--- config.mk ---
export PLATFORM = sky130hd
export DESIGN_NAME = tdc_spi_arbiter
export DESIGN_NICKNAME = d
export VERILOG_FILES = /design/src/rtl/tdc_spi_arbiter.sv
export SDC_FILE = /design/constraint.sdc
export NUM_CORES = 1
export LEC_CHECK = 0
export ABC_AREA = 0
export CELL_PAD_IN_SITES_DETAIL_PLACEMENT = 1
export CELL_PAD_IN_SITES_GLOBAL_PLACEMENT = 2
export CORE_MARGIN = 1
export CORE_UTILIZATION = 34
export CTS_CLUSTER_SIZE = 14
export DETAILED_ROUTE_END_ITERATION = 10
export PLACE_DENSITY = 0.86
export SLEW_MARGIN = 30
export SYNTH_ARGS = -nofsm -noshare
export SYNTH_HDL_FRONTEND = slang
export SYNTH_SLANG_ARGS = --single-unit
--- constraint.sdc ---
create_clock -name clk -period 4 [get_ports clk]
set_input_delay 0.6 -clock clk [delete_from_list [all_inputs] [get_ports clk]]
set_output_delay 0.6 -clock clk [all_outputs]
set_load 0.05 [all_outputs]
--- src/rtl/tdc_spi_arbiter.sv ---
// tdc_spi_arbiter: lends one SPI byte engine to N_CH tdc_control channels.
// Ownership is granted per chip-select frame and rotates round-robin. A
// silent owner is forcibly released after FRAME_TIMEOUT idle cycles.
module tdc_spi_arbiter #(
  parameter int N_CH          = 4,
  parameter int FRAME_TIMEOUT = 1000
) (
  input  logic                clk,
  input  logic                rst,
  input  logic [N_CH-1:0]     req_start,
  input  logic [8*N_CH-1:0]   req_mosi,
  input  logic [N_CH-1:0]     req_cs_end,
  output logic [N_CH-1:0]     req_busy,
  output logic [7:0]          req_miso,
  output logic [N_CH-1:0]     req_new_data,
  output logic                spi_start,
  output logic [7:0]          spi_mosi,
  output logic                spi_cs_end,
  input  logic                spi_busy,
  input  logic                spi_new_data,
  input  logic [7:0]          spi_miso,
  output logic [N_CH-1:0]     grant,
  output logic                timeout_err
);

  localparam int IDX_W = (N_CH > 1) ? $clog2(N_CH) : 1;
  localparam int CNT_W = $clog2(FRAME_TIMEOUT + 1);

  typedef enum logic [1:0] {IDLE, LAUNCH, XFER, GAP} state_t;

  state_t                 state;
  logic [N_CH-1:0]        pend;
  logic [N_CH-1:0][7:0]   hold_mosi;
  logic [N_CH-1:0]        hold_cs_end;
  logic [IDX_W-1:0]       owner;
  logic [IDX_W-1:0]       ptr;
  logic                   byte_in_flight;
  logic [CNT_W-1:0]       tcnt;

  logic [N_CH-1:0]        capture;
  logic [N_CH-1:0]        pend_next;
  logic [IDX_W-1:0]       sel;
  logic                   any_pend;
  logic [IDX_W-1:0]       ptr_after;

  // A start from any channel other than the owner is queued; the owner's
  // own starts are handled by the FSM (GAP) or ignored (LAUNCH/XFER).
  assign capture   = req_start & ~pend & ~grant;
  assign pend_next = pend | capture;
  assign req_busy  = pend | (byte_in_flight ? grant : '0);
  assign ptr_after = (owner == IDX_W'(N_CH - 1)) ? '0 : owner + 1'b1;

  // Round-robin pick: first pending channel at or after ptr, wrapping.
  always_comb begin
    // NOTE: every combinational output gets a default first so no path
    // leaves it unassigned and infers a latch.
    int j;
    sel      = '0;
    any_pend = 1'b0;
    j        = 0;
    for (int k = 0; k < N_CH; k++) begin
      j = int'(ptr) + k;
      if (j >= N_CH) j = j - N_CH;
      if (!any_pend && pend_next[j]) begin
        any_pend = 1'b1;
        sel      = IDX_W'(j);
      end
    end
  end

  // Frame FSM with request capture, SPI launch and completion routing.
  always_ff @(posedge clk) begin
    // NOTE: sequential state uses non-blocking assignments only, so every
    // branch below reads the pre-edge values of all registers.
    if (!rst) begin
      // NOTE: the small per-channel holding registers are cleared with the
      // rest of the state so a reset never replays a stale byte.
      state          <= IDLE;
      pend           <= '0;
      hold_mosi      <= '0;
      hold_cs_end    <= '0;
      owner          <= '0;
      ptr            <= '0;
      byte_in_flight <= 1'b0;
      tcnt           <= '0;
      grant          <= '0;
      spi_start      <= 1'b0;
      spi_mosi       <= '0;
      spi_cs_end     <= 1'b0;
      req_miso       <= '0;
      req_new_data   <= '0;
      timeout_err    <= 1'b0;
    end else begin
      spi_start    <= 1'b0;
      req_new_data <= '0;
      timeout_err  <= 1'b0;
      pend         <= pend_next;

      for (int i = 0; i < N_CH; i++) begin
        if (capture[i]) begin
          hold_mosi[i]   <= req_mosi[8*i +: 8];
          hold_cs_end[i] <= req_cs_end[i];
        end
      end

      case (state)
        IDLE: begin
          if (any_pend) begin
            owner <= sel;
            grant <= N_CH'(1) << sel;
            state <= LAUNCH;
          end
        end

        LAUNCH: begin
          spi_mosi   <= hold_mosi[owner];
          spi_cs_end <= hold_cs_end[owner];
          // Hold off while the engine is still busy with anything else.
          if (!spi_busy) begin
            spi_start      <= 1'b1;
            pend           <= pend_next & ~grant;
            byte_in_flight <= 1'b1;
            state          <= XFER;
          end
        end

        XFER: begin
          if (spi_new_data) begin
            req_miso       <= spi_miso;
            req_new_data   <= grant;
            byte_in_flight <= 1'b0;
            if (spi_cs_end) begin
              grant <= '0;
              ptr   <= ptr_after;
              state <= IDLE;
            end else begin
              tcnt  <= '0;
              state <= GAP;
            end
          end
        end

        GAP: begin
          if (req_start[owner]) begin
            hold_mosi[owner]   <= req_mosi[8*owner +: 8];
            hold_cs_end[owner] <= req_cs_end[owner];
            state              <= LAUNCH;
          end else if (tcnt == CNT_W'(FRAME_TIMEOUT - 1)) begin
            timeout_err <= 1'b1;
            grant       <= '0;
            ptr         <= ptr_after;
            state       <= IDLE;
          end else begin
            tcnt <= tcnt + 1'b1;
          end
        end

        default: state <= IDLE;
      endcase
    end
  end

endmodule
==> impl_metrics.ini, run 1 <==
[outcome]
outcome = finished, final reports clean

[yosys]
synthSimpleGateAreaFrac_pct = 18.8
synth_top_family_by_area = simple AND/OR/NAND/NOR gates
synthMuxAreaShare_pct = 16.9
synth_area_um2 = 4180
avgSynthCellArea_um2 = 9.42
seq_area_frac_synth_pct = 40.2
synth-edff-count = 0
yosysTopAreaCell = dfxtp_1
synth_fa_ha_area_share_pct = 1.50
synth_top_area_share_pct = 40.2
ys_top_cells_by_area = dfxtp_1 40%, mux4_2 10%, mux2i_1 6.7%
synth_nets = 501
synth_compound_area_share_pct = 16.9
async_flop_share_pct = 0
ys_types = 44
synth_warnings = 0
syn_inst = 444
synth_xor_area_share_pct = 1.68
synth.most_common_cell = dfxtp_1
synth_common_cells = 84 x dfxtp_1, 59 x nand2_1, 56 x nor2_1
synth_flop_cell = dfxtp_1
ys_seq_elements = 84

[clock_network]
htreeDepth = 3
clk_latency_ps = 340
cts_hold_buf = 0
cts_resized = 0
cts_setup_buffers = 0
cts.sinks = 84
cts_tree = yes
clockBufferDepth = 2
clk_pin_slew_ps = 60
cts_buffers = 9
cts-root-buf = clkbuf_16

[critical_path]
critPathMaxStageDelay_ps = 640
cp-start-kind = input pin
worstSetupEndpointType = flop
path_cells = clkdlybuf4s50_1 > nand2b_1 > and2_1 > a311oi_1 > o32ai_1 > a32o_1
worstPathRequired_ps = 4220
crit_arrival_ps = 2900
setup.worst_path.class = in -> reg
critPathSlowestCell = a311oi_1
path_max_fanout = 13

[floorplanning]
start_util_pct = 34.8
coreArea_um2 = 12000
dieArea_um2 = 12700
die_h_um = 113
ios = 83
die_w_um = 113
fp-row-count = 40

[drt]
vias = 3723
drt-pass1-iter-count = 4
drc = 0
routed_wl_mm = 12.3
vias_per_cell = 5.57
wl_per_cell_um = 18.3
drt_iter0_drc = 149
ant_nets = 0

[finish]
drive_gt1_share_pct = 9.58
n_antenna_cell = 0
fin_nets = 574
syn_to_final_growth_pct = 29.7
fill_cells = 1392

[timing]
relSlewSlack_pct = 46.1
finalClockSkew_ps = 11.1
final_max_slew_viol_count = 0
period_minus_slack_ps = 2670
hold_ws_ps = 458
tightest_slew_ps = 805
rsz0062_at_grt = false
fin_crit_sh_pct = 66.8
hold_violations = 0
finalSetupTns_ps = 0
fmax_mhz = 374
setup_viol = 0

[global_route]
grt_max_degree = 38
grt_pass1_wl_mm = 20.2
grt_pass1_vias = 3926
grtUsageMet3_pct = 2.89
antenna_found_initial = 0
grt-ovfl-total = 0
grt_util_met2_pct = 34.4
top_usage_layer = met2
grt_util_all_layers_pct = 20.1
gr-usage-met1_pct = 25.7

[power]
power.density_nw_per_um2 = 426
ir_drop_mv = 0.152
leakage_nw = 1.94

[placed_design]
globalplace.congestion = 0.845
dp_hpwl_mm = 8.88
io_buffers = 82

[flow_run]
maxCapViolations = 0

[min_path]
hp-class = reg -> reg
==> worst paths after layout <==
kind	from	end	slack [ps]	depth (start not counted)
worst max register to register	grant[2]	grant[3]	1580	5
worst max-delay path	req_start[2]	grant[3]	1330	6
worst min register to register	req_miso[1]	req_miso[1]	460	2
worst min-delay path	req_miso[1]	req_miso[1]	460	2
==> placed cells by master, fill, tap and decap left out, types with 2 or more instances in the layout <==
| master | netlist | final |
|---|---|---|
| o31ai_1 | 3 | 3 |
| nand3_1 | 6 | 6 |
| a21o_1 | 2 | 2 |
| buf_4 | 0 | 6 |
| inv_1 | 7 | 6 |
| nor4_1 | 2 | 2 |
| and3_1 | 7 | 7 |
| clkbuf_16 | 0 | 9 |
| dfxtp_1 | 84 | 84 |
| mux4_2 | 19 | 19 |
| a21oi_1 | 26 | 26 |
| nand2_1 | 59 | 59 |
| a211oi_1 | 29 | 29 |
| nand4_1 | 4 | 4 |
| nor3_1 | 2 | 2 |
| o211ai_1 | 2 | 2 |
| nand2b_1 | 10 | 10 |
| clkbuf_8 | 0 | 2 |
| ha_1 | 5 | 5 |
| bufinv_16 | 0 | 2 |
| mux2i_1 | 28 | 28 |
| clkdlybuf4s50_1 | 0 | 82 |
| nor2_1 | 56 | 56 |
| nor2b_1 | 7 | 7 |
| xor2_1 | 8 | 8 |
| and2_1 | 4 | 4 |
| nand3b_1 | 2 | 2 |
| o21ai_0 | 13 | 13 |
| a311oi_1 | 10 | 10 |
| a211oi_2 | 3 | 3 |
| nand2_4 | 3 | 3 |
| clkbuf_1 | 17 | 2 |
| a32o_1 | 4 | 4 |
==> layer usage <==
layer / part of all wire [%] / vias up / wire [um]
met3: 2.9 / 16 / 358
met2: 49 / 80 / 6030
li1: - / 1770 / -
met4: 1.8 / 0 / 216
met1: 46 / 1857 / 5650
met5: 0 / - / 0
==> where the power goes <==
group / total [W] / internal [W] / switching, W
Clock: 0.000918 / 0.000583 / 0.000335
Combinational: 0.000456 / 0.000202 / 0.000255
Sequential: 0.000933 / 0.000888 / 0.0000454
Total: 0.00231 / 0.00167 / 0.000635
==> layout make-up <==
type | count | area (um2) | area share, %
clock buffers | 13 | 260 | 4.80
clock inverters | 3 | 68.8 | 1.27
inverters | 7 | 26.3 | 0.485
multi-input cells | 327 | 2340 | 43.1
flip-flops and latches | 84 | 1680 | 31.0
well taps | 147 | 184 | 3.39
repair buffers | 88 | 866 | 16.0
==> worst max-delay path, delay by kind of cell <==
kind                   cells  cell delay, ps
AOI/OAI and AO/OA          3            1240
and+or+nand+nor            2             570
buffers and inverters      1             470
==> sequential cells by signal (all words and copies together), names as in the netlist, 2 cells and up <==
| register | cells |
|---|---|
| grant | 4 |
| hold_cs_end | 4 |
| hold_mosi | 32 |
| owner | 2 |
| pend | 4 |
| ptr | 2 |
| req_miso | 8 |
| req_new_data | 4 |
| spi_mosi | 8 |
| state | 2 |
| tcnt | 10 |
==> logic make-up (layout without fill, tap and decap cells) <==
kind of cell	after synthesis	in the layout
AND/OR/NAND/NOR	167	167
AO/OA/AOI/OAI	100	100
flip-flops	84	84
multiplexers	47	47
buffers and inverters	33	111
XOR/XNOR	8	8
adder cells (fa/ha/maj)	5	5
==> stage by stage <==
stage	area [um2]	util (%)	std cells	power, W	worst slack [ps]
floorplan	4180	-	444	0.00124	1990
global placement	5090	42.4	653	0.00139	1220
detailed placement	5090	42.4	653	0.00141	1100
CTS	5420	45.1	669	0.00232	1350
global route	5420	45.1	669	0.00241	1160
finish	5420	45.1	669	0.00231	1330
No activity file was read; power rests on OpenSTA's default activity.
==> run 2: changes to the inputs <==
--- a/config.mk
+++ b/config.mk
@@ -9,10 +9,10 @@
 export CELL_PAD_IN_SITES_DETAIL_PLACEMENT = 1
 export CELL_PAD_IN_SITES_GLOBAL_PLACEMENT = 2
 export CORE_MARGIN = 1
-export CORE_UTILIZATION = 34
+export CORE_UTILIZATION = 32
 export CTS_CLUSTER_SIZE = 14
 export DETAILED_ROUTE_END_ITERATION = 10
-export PLACE_DENSITY = 0.86
+export PLACE_DENSITY = 0.82
 export SLEW_MARGIN = 30
 export SYNTH_ARGS = -nofsm -noshare
 export SYNTH_HDL_FRONTEND = slang
==> constraint.sdc (replaced) <==
create_clock -name clk -period 2.56 [get_ports clk]
set_input_delay 0.384 -clock clk [delete_from_list [all_inputs] [get_ports clk]]
set_output_delay 0.384 -clock clk [all_outputs]
set_load 0.05 [all_outputs]
==> impl_metrics.ini, run 2 (synthesis gave the netlist of run 1 again) <==
[finish]
syn_to_final_growth_pct = 31.8
largest_reg_flops = 32
mostFrequentLayoutCells = 84 x dfxtp_1, 82 x clkdlybuf4s50_1, 59 x nand2_1, 56 x nor2_1, 29 x a211oi_1
final_common_cell = dfxtp_1
drive_gt1_share_pct = 11.3
instances_no_fill = 703
top_regs = hold_mosi: 32 flops, tcnt: 10 flops
fin_nets = 585
fill_cells = 1477
final_util_pct = 43.5
n_antenna_cell = 0
top_register = hold_mosi

[clock_network]
cts_hold_buf = 0
cts.sinks = 84
cts-root-buf = clkbuf_16
cts_tree = yes
htreeDepth = 3
cts_resized = 0
clockBufferDepth = 2
clk_pin_slew_ps = 60
clk_latency_ps = 340
cts_setup_buffers = 0
cts_buffers = 9

[timing]
hold_violations = 0
period_minus_slack_ps = 2150
rsz0062_at_grt = false
final_max_slew_viol_count = 0
setup_viol = 0
tightest_slew_ps = 593
relSlewSlack_pct = 60.2
finalClockSkew_ps = 3.88
finalSetupTns_ps = 0
hold_ws_ps = 452
fin_crit_sh_pct = 84.1
fmax_mhz = 464

[critical_path]
critPathMaxStageDelay_ps = 600
rr_worst_depth = 5
worstPathRequired_ps = 2810
cpLargestDelayFamily = simple AND/OR/NAND/NOR gates
r2r_slack_ps = 490
r2r_start = owner[0]
critPathSlowestCell = mux4_2
setup.worst_path.class = in -> reg
cp.buffers_inverters = 1
crit_arrival_ps = 2400
path_cells = clkdlybuf4s50_1 > mux4_2 > and3_1 > nand2_4 > nor2_1 > a211oi_1
r2r-end = hold_mosi[7]
worstSetupEndpointType = flop
cp-start-kind = input pin
path_max_fanout = 18

[global_route]
antenna_found_initial = 0
grt_pass1_wl_mm = 20.0
grt_util_all_layers_pct = 19.5
grt-ovfl-total = 0
grt_max_degree = 67
grt_pass1_vias = 3819

[drt]
drt-pass1-iter-count = 4
routed_wl_mm = 12.5
vias = 3645
drc = 0
ant_nets = 0
drt_iter0_drc = 141
wl_per_cell_um = 17.8
vias_per_cell = 5.18

[floorplanning]
ios = 83
die_h_um = 116
die_w_um = 116
start_util_pct = 33.0
dieArea_um2 = 13500
coreArea_um2 = 12700
fp-row-count = 41

[flow_run]
maxCapViolations = 0

[min_path]
worstHoldStart = req_miso[5]
worstHoldPathCells = 2
min_to = req_miso[5]
hp-class = reg -> reg

[power]
leakage_nw = 1.99
ir_drop_mv = 0.251
power.density_nw_per_um2 = 633

[placed_design]
dp_hpwl_mm = 9.05
globalplace.congestion = 0.801
dp_cells = 689
io_buffers = 82

[outcome]
outcome = finished, final reports clean
## run 2: cell count changes in the layout (fill, tap and decap cells not counted), sizes merged
cell	delta
clkbuf	-1
buf	+11
bufinv	-1
## run 2: worst reg2reg max path, cell delays in order, from the launching register on
cell      delay, ps
dfxtp_1         380
mux4_2          630
and3_1          390
nand2_4         280
nor2_1           90
a211oi_1        220
## run 2: power by group
group	total [W]	internal (W)	leakage [nW]	switching, W
clock	0.00130	0.000797	0.145	0.000500
combinational	0.000738	0.000332	1.16	0.000406
sequential	0.00145	0.00139	0.685	0.0000652
total	0.00349	0.00252	1.99	0.000971
## run 2: how the worst max path moves through the flow
stage,startpoint,to,slack (ps),cells after the start
floorplan,grant[3],grant[0],570,5
global placement,req_start[3],hold_mosi[31],140,6
detailed placement,req_start[3],hold_mosi[8],40,6
CTS,grant[2],req_busy[2],380,3
global route,tcnt[0],ptr[0],180,8
finish,req_start[3],hold_mosi[7],410,6
## run 2: through the flow
step / instance area (um2) / setup slack, ps / total power (W)
6_report: 5510 / 407 / 0.00349
5_1_grt: 5510 / 175 / 0.00365
4_1_cts: 5510 / 383 / 0.00353
3_5_place_dp: 5220 / 42.7 / 0.00222
3_3_place_gp: 5220 / 138 / 0.00220
2_1_floorplan: 4180 / 572 / 0.00193
## run 2: cell type report
class,count,area [um2],area share (%)
clock inverter,2,35.0,0.636
sequential,84,1680,30.5
multi-input combinational,327,2340,42.4
inverter,7,26.3,0.477
timing repair buffer,99,961,17.4
clock buffer,12,256,4.65
tap,172,215,3.90
## run 2: layer usage
| layer | part of all wire (%) | track usage (%) |
|---|---|---|
| met1 | 47 | 25.2 |
| met2 | 49 | 33.2 |
| met3 | 2.9 | 2.54 |
| met4 | 1.4 | 7.18 |
| met5 | 0 | 0 |
